## src/rtl/inv_rr_sched.sv

```systemverilog
// inv_rr_sched
// ------------
// Round-robin scheduler that shares a single 128-bit bitwise-invert datapath
// among NREQ requesters. On each cycle where the output slot is free, the
// first valid requester at or after the rotating pointer is granted. Its
// operand is inverted and registered into a single-entry output slot,
// together with the winner's ID.
//
// Handshakes (both sides): a transfer happens on a rising clk edge where
// valid and ready are both high. Valid does not depend on ready. Ready may
// depend combinationally on valid. Here req_ready depends on req_valid,
// out_valid, out_ready and the pointer.
//
// Optional feature: define INV_RR_SCHED_PARITY_EN to add the out_par port.
// out_par is the registered even parity (XOR reduction) of out_data.
//
// Ports:
//   clk        in   clock, rising edge
//   rst_n      in   asynchronous active-low reset
//   req_valid  in   [NREQ]      per-requester operand valid
//   req_data   in   [NREQ*128]  operands, lane i at [128*i +: 128]
//   req_ready  out  [NREQ]      per-requester accept (one-hot or zero)
//   out_valid  out              output slot holds a result
//   out_ready  in               consumer accepts the result
//   out_data   out  [128]       inverted operand of the winner
//   out_id     out  [IDW]       index of the requester that produced out_data
//   grant_cnt  out  [16]        count of accepted operands (wraps)
//   out_par    out              parity of out_data (INV_RR_SCHED_PARITY_EN only)

module inv_rr_sched #(
    parameter int NREQ = 4,
    parameter int IDW  = $clog2(NREQ)
) (
    input  logic                 clk,
    input  logic                 rst_n,
    input  logic [NREQ-1:0]      req_valid,
    input  logic [NREQ*128-1:0]  req_data,
    output logic [NREQ-1:0]      req_ready,
    output logic                 out_valid,
    input  logic                 out_ready,
    output logic [127:0]         out_data,
    output logic [IDW-1:0]       out_id,
    output logic [15:0]          grant_cnt
`ifdef INV_RR_SCHED_PARITY_EN
    ,
    output logic                 out_par
`endif
);

    // One extra bit so that ptr + offset cannot overflow before the modulo.
    localparam int IDXW = IDW + 1;

    logic [IDW-1:0]  ptr_q, ptr_d;
    logic            out_valid_q, out_valid_d;
    logic [127:0]    out_data_q, out_data_d;
    logic [IDW-1:0]  out_id_q, out_id_d;
    logic [15:0]     grant_cnt_q, grant_cnt_d;

    logic            slot_free;
    logic            win_found;
    logic [IDW-1:0]  win_id;
    logic [IDXW-1:0] scan_idx;
    logic [IDW-1:0]  scan_lane;
    logic            accept;
    logic [127:0]    win_inv;

    // The slot is free when empty or when it is being drained this cycle.
    assign slot_free = !out_valid_q || out_ready;

    // Rotating priority scan: lanes ptr, ptr+1, ... wrapping modulo NREQ.
    always_comb begin
        win_found = 1'b0;
        win_id    = '0;
        scan_idx  = '0;
        scan_lane = '0;
        for (int k = 0; k < NREQ; k++) begin
            scan_idx = IDXW'(ptr_q) + IDXW'(k);
            if (scan_idx >= IDXW'(NREQ)) begin
                scan_idx = scan_idx - IDXW'(NREQ);
            end
            scan_lane = scan_idx[IDW-1:0];
            if (!win_found && req_valid[scan_lane]) begin
                win_found = 1'b1;
                win_id    = scan_lane;
            end
        end
    end

    // No grant is offered while reset is asserted.
    assign accept    = rst_n && slot_free && win_found;
    assign req_ready = accept ? (NREQ'(1) << win_id) : '0;
    assign win_inv   = ~req_data[128*int'(win_id) +: 128];

    always_comb begin
        ptr_d       = ptr_q;
        out_valid_d = out_valid_q;
        out_data_d  = out_data_q;
        out_id_d    = out_id_q;
        grant_cnt_d = grant_cnt_q;
        if (accept) begin
            // Covers the simultaneous drain + reload case as well.
            out_valid_d = 1'b1;
            out_data_d  = win_inv;
            out_id_d    = win_id;
            grant_cnt_d = grant_cnt_q + 16'd1;
            ptr_d       = (int'(win_id) == NREQ - 1) ? '0 : win_id + IDW'(1);
        end else if (out_valid_q && out_ready) begin
            // Drain only: data and ID keep their last value.
            out_valid_d = 1'b0;
        end
    end

    always_ff @(posedge clk or negedge rst_n) begin
        if (!rst_n) begin
            ptr_q       <= '0;
            out_valid_q <= 1'b0;
            out_data_q  <= '0;
            out_id_q    <= '0;
            grant_cnt_q <= '0;
        end else begin
            ptr_q       <= ptr_d;
            out_valid_q <= out_valid_d;
            out_data_q  <= out_data_d;
            out_id_q    <= out_id_d;
            grant_cnt_q <= grant_cnt_d;
        end
    end

    assign out_valid = out_valid_q;
    assign out_data  = out_data_q;
    assign out_id    = out_id_q;
    assign grant_cnt = grant_cnt_q;

`ifdef INV_RR_SCHED_PARITY_EN
    logic out_par_q, out_par_d;

    always_comb begin
        out_par_d = out_par_q;
        if (accept) begin
            out_par_d = ^win_inv;
        end
    end

    always_ff @(posedge clk or negedge rst_n) begin
        if (!rst_n) begin
            out_par_q <= 1'b0;
        end else begin
            out_par_q <= out_par_d;
        end
    end

    assign out_par = out_par_q;
`endif

endmodule

```

## config.mk

```make
export PLATFORM = sky130hd
export DESIGN_NAME = inv_rr_sched
export DESIGN_NICKNAME = d
export VERILOG_FILES = /design/src/rtl/inv_rr_sched.sv
export SDC_FILE = /design/constraint.sdc
export NUM_CORES = 1
export LEC_CHECK = 0
export CORE_AREA = 2 2 262 264
export CTS_BUF_LIST = sky130_fd_sc_hd__clkbuf_4 sky130_fd_sc_hd__clkbuf_8 sky130_fd_sc_hd__clkbuf_16
export DETAILED_ROUTE_END_ITERATION = 10
export DIE_AREA = 0 0 264 266
export SLEW_MARGIN = 40
export SYNTH_ARGS = -nofsm -noshare
export SYNTH_HDL_FRONTEND = slang
export SYNTH_SLANG_ARGS = --single-unit
```

## constraint.sdc

```tcl
create_clock -name clk -period 2.4 [get_ports clk]
set_input_delay 0.48 -clock clk [delete_from_list [all_inputs] [get_ports clk]]
set_output_delay 0.48 -clock clk [all_outputs]
set_load 0.01 [all_outputs]
```

==> impl_metrics.yaml <==
sta:
  fin_crit_ns: 2.47
  skew_ns: 0.0123
  rsz0062_at_grt: "true"
  tightest_slew_ns: 0.756
  min_period_over_period_pct: 103
  max_freq_ghz: 0.406
  hold_viol_final: 0
  setup_viol: 1
  slew_viol_final: 0
  fin_setup_tns_ns: -0.0658
  layout_setup_ws_ns: -0.0658
  maxSlewHeadroom_pct: 49.6
outcome:
  outcome: "finished with violations"
  failed_checks: "negative setup slack"
synthesis:
  yosys-top-cells-area: "dfrtp_1, a221oi_2, mux2_2, o2bb2ai_1, buf_6"
  yosys.area.top_type: "dfrtp_1"
  avgSynthCellArea_um2: 13.2
  ys_ff_latch: 149
  yosys.area.top_type_share_pct: 41.1
  synth_fp_nets: 1205
  ys.flop_type: "dfrtp_1"
  synth_area_mm2: 0.00907
  ys_seq_area_share_pct: 41.1
  synth_edf_count: 0
  synth.distinct_cells: 35
  async_reset_ff_share_pct: 100
  netlist_instances: 685
  synth_warnings: 0
power_and_ir_drop:
  pwr_density_cell_mw_per_mm2: 862
  p_int_mw: 10.0
  clock_power_share_pct: 19.0
  comb_power_share_pct: 53.1
  leakage_nw: 6.58
  switching_share_pct: 35.5
  pwr-share-seq_pct: 28.0
  ir_drop_v: 0.000461
  total_power_mw: 15.6
  switching_power_mw: 5.53
floorplanning:
  die_h_um: 266
  dieArea_mm2: 0.0702
  io_pins: 670
  core_area_mm2: 0.0677
  initial_core_util_pct: 13.4
  fp.dieW_um: 264
  num_rows: 96
layout:
  fillCellCount: 7052
  drive_above_1_share_pct: 28.5
  final_util_pct: 26.7
  nets: 1922
  area.growth.synth_to_final_pct: 99.1
  antennaDiodeCount: 0
hold_path:
  min_delay_worst_endpoint: "grant_cnt[15]"
  hold_depth: 1
  hp-class: "flop to flop"
  min-delay-start: "grant_cnt[15]"
critical_path:
  crit_path_cell_trace: "nand2_2, a211o_1, and2_4, nor3_4, buf_6, buf_12"
  crit_required_ns: 1.92
  crit_arrival_ns: 1.99
  cp-end-kind: "output pin"
  path_max_fanout: 6
  timing_worst_setup_path_type: "flop to output pin"
  reg2reg_from: "ptr_q[0]"
  r2r_cells: 8
  ff2ff_setup_slack_ns: 0.20
  critPathBufInv: 2
  path_delay_family: "simple AND/OR/NAND/NOR gates"
  r2r_end: "out_data[1]"
  startpoint_type: "flop"
  cpMaxStageDelayCell: "dfrtp_2"
  cp_slowest_stage_delay_ns: 0.45
routing:
  drcViolationCount: 0
  vias: 9386
  drtAntennaViolNets: 0
  wl_um: 44300
  drt_iter0_markers: 405
  wl_per_cell_um: 19.3
  dr.pass1.iters: 4
  avgViaCountPerCell: 4.09
place:
  gp_congestion: 0.824
  io_buffers: 669
  dp_hpwl_um: 35100
cts:
  path_clk_slew_ns: 0.07
  clock_latency_ns: 0.47
  cts_max_path_buffers: 2
  cts_root_buf: "clkbuf_16"
  cts_tree: "done"
  cts_sinks: 149
  htree_levels: 4
  cts_buffers: 17
global_routing:
  grt_pass1_vias: 10500
  antenna_found_initial: 0
  grt_overflow_total: 0
  grt_pass1_wl_um: 64700
  track_usage_pct: 12.2
  grt_max_degree: 90
job:
  cap_violations: 0
## worst register-to-register path, stage by stage (launching register included)
cell and delay, ns:
dfrtp_2 0.46, nor2b_4 0.18, nor3b_4 0.07, o22ai_4 0.13, buf_4 0.16, buf_4 0.22, buf_12 0.25, mux2_2 0.39
a221oi_2 0.24
## synthesized netlist by cell type (all sizes together), types with 5 or more instances
| library cell | instances |
|---|---|
| nor2b | 5 |
| nor3 | 6 |
| mux2 | 127 |
| a221oi | 127 |
| buf | 43 |
| nor2 | 8 |
| nand3 | 7 |
| xnor2 | 13 |
| clkbuf | 29 |
| dfrtp | 149 |
| o2bb2ai | 127 |
| nand2 | 14 |
## sequential cells by signal (all words and copies together) (netlist names)
signal / flops
out_data: 128
out_valid: 1
grant_cnt: 16
ptr_q: 2
out_id: 2
## area by class of cell
class / count / area [um^2] / share of cell area [%]
flip-flops and latches: 149 / 3730 / 20.7
clock inverters: 14 / 173 / 0.956
clock buffers: 18 / 433 / 2.40
well taps: 882 / 1100 / 6.11
inverters: 1 / 3.75 / 0.0208
repair buffers: 770 / 7600 / 42.1
multi-input cells: 463 / 5020 / 27.8
## cells in the final DEF, fill, tap and decap left out, drive strengths merged, types with 2 or more instances in the layout
cell / instances
nor3: 6
dlygate4sd2: 4
o21ai: 2
clkinv: 4
nand2: 14
and2: 2
nand4: 3
bufinv: 3
xor2: 3
o31a: 2
mux2: 127
clkinvlp: 2
xnor2: 13
clkbuf: 20
buf: 104
nor2: 8
a21o: 3
nor2b: 5
and3: 2
nand3: 7
a221oi: 127
dfrtp: 149
and4: 2
inv: 6
clkdlybuf4s50: 659
o2bb2ai: 127
## cell families after synthesis
logic type	after synthesis	synth area share (%)
adder cells (fa/ha/maj)	1	0.138
AND/OR/NAND/NOR	51	2.80
XOR/XNOR	16	1.54
multiplexers	127	15.8
flip-flops	149	41.1
AO/OA/AOI/OAI	268	34.1
buffers and inverters	73	4.56
## power by group through the flow
stage                     clock [mW]  combinational [mW]  sequential (mW)
after floorplan                    0                3.30             4.70
after global placement             0                8.16             4.36
after detailed placement           0                8.25             4.38
after CTS                       3.10                8.36             4.37
after global routing            3.20                8.78             4.49
final                           2.95                8.26             4.36
## what timing repair did
action	4_1_cts	5_1_grt
buffers inserted	4	0
cloned	0	0
setup endpoints to repair	4	3
hold endpoints to repair	9	0
pin swaps	6	1
gates resized for setup	29	5
hold buffers	1	0
## routing by layer
layer | GRT usage, % | wire length, um | up-vias
met3 | 3.90 | 3150 | 62
met5 | 0 | 0 | -
met1 | 13.7 | 17600 | 4609
met4 | 5.25 | 1340 | 0
li1 | - | - | 4297
met2 | 21.3 | 22200 | 418
## how the worst max path moves through the flow
stage,endpoint,cells after the start,startpoint,slack (ns)
floorplan,req_ready[2],6,req_valid[2],0.13
global placement,req_ready[3],6,req_valid[2],-0.55
detailed placement,req_ready[3],6,req_valid[2],-0.56
CTS,req_ready[1],6,ptr_q[1],-0.11
global route,req_ready[1],7,ptr_q[0],-0.21
finish,req_ready[1],6,ptr_q[1],-0.07
## through the flow
step / setup WS [ns] / hold slack, ns / cells / instance area [um^2]
detailed placement: -0.561 / 0.469 / 2260 / 17400
finish: -0.0658 / 0.478 / 2297 / 18100
global placement: -0.545 / 0.469 / 2260 / 17400
global route: -0.206 / 0.490 / 2297 / 18100
CTS: -0.110 / 0.479 / 2297 / 18100
floorplan: 0.128 / 0.184 / 685 / 9070
(Power assumes the default switching activity.)
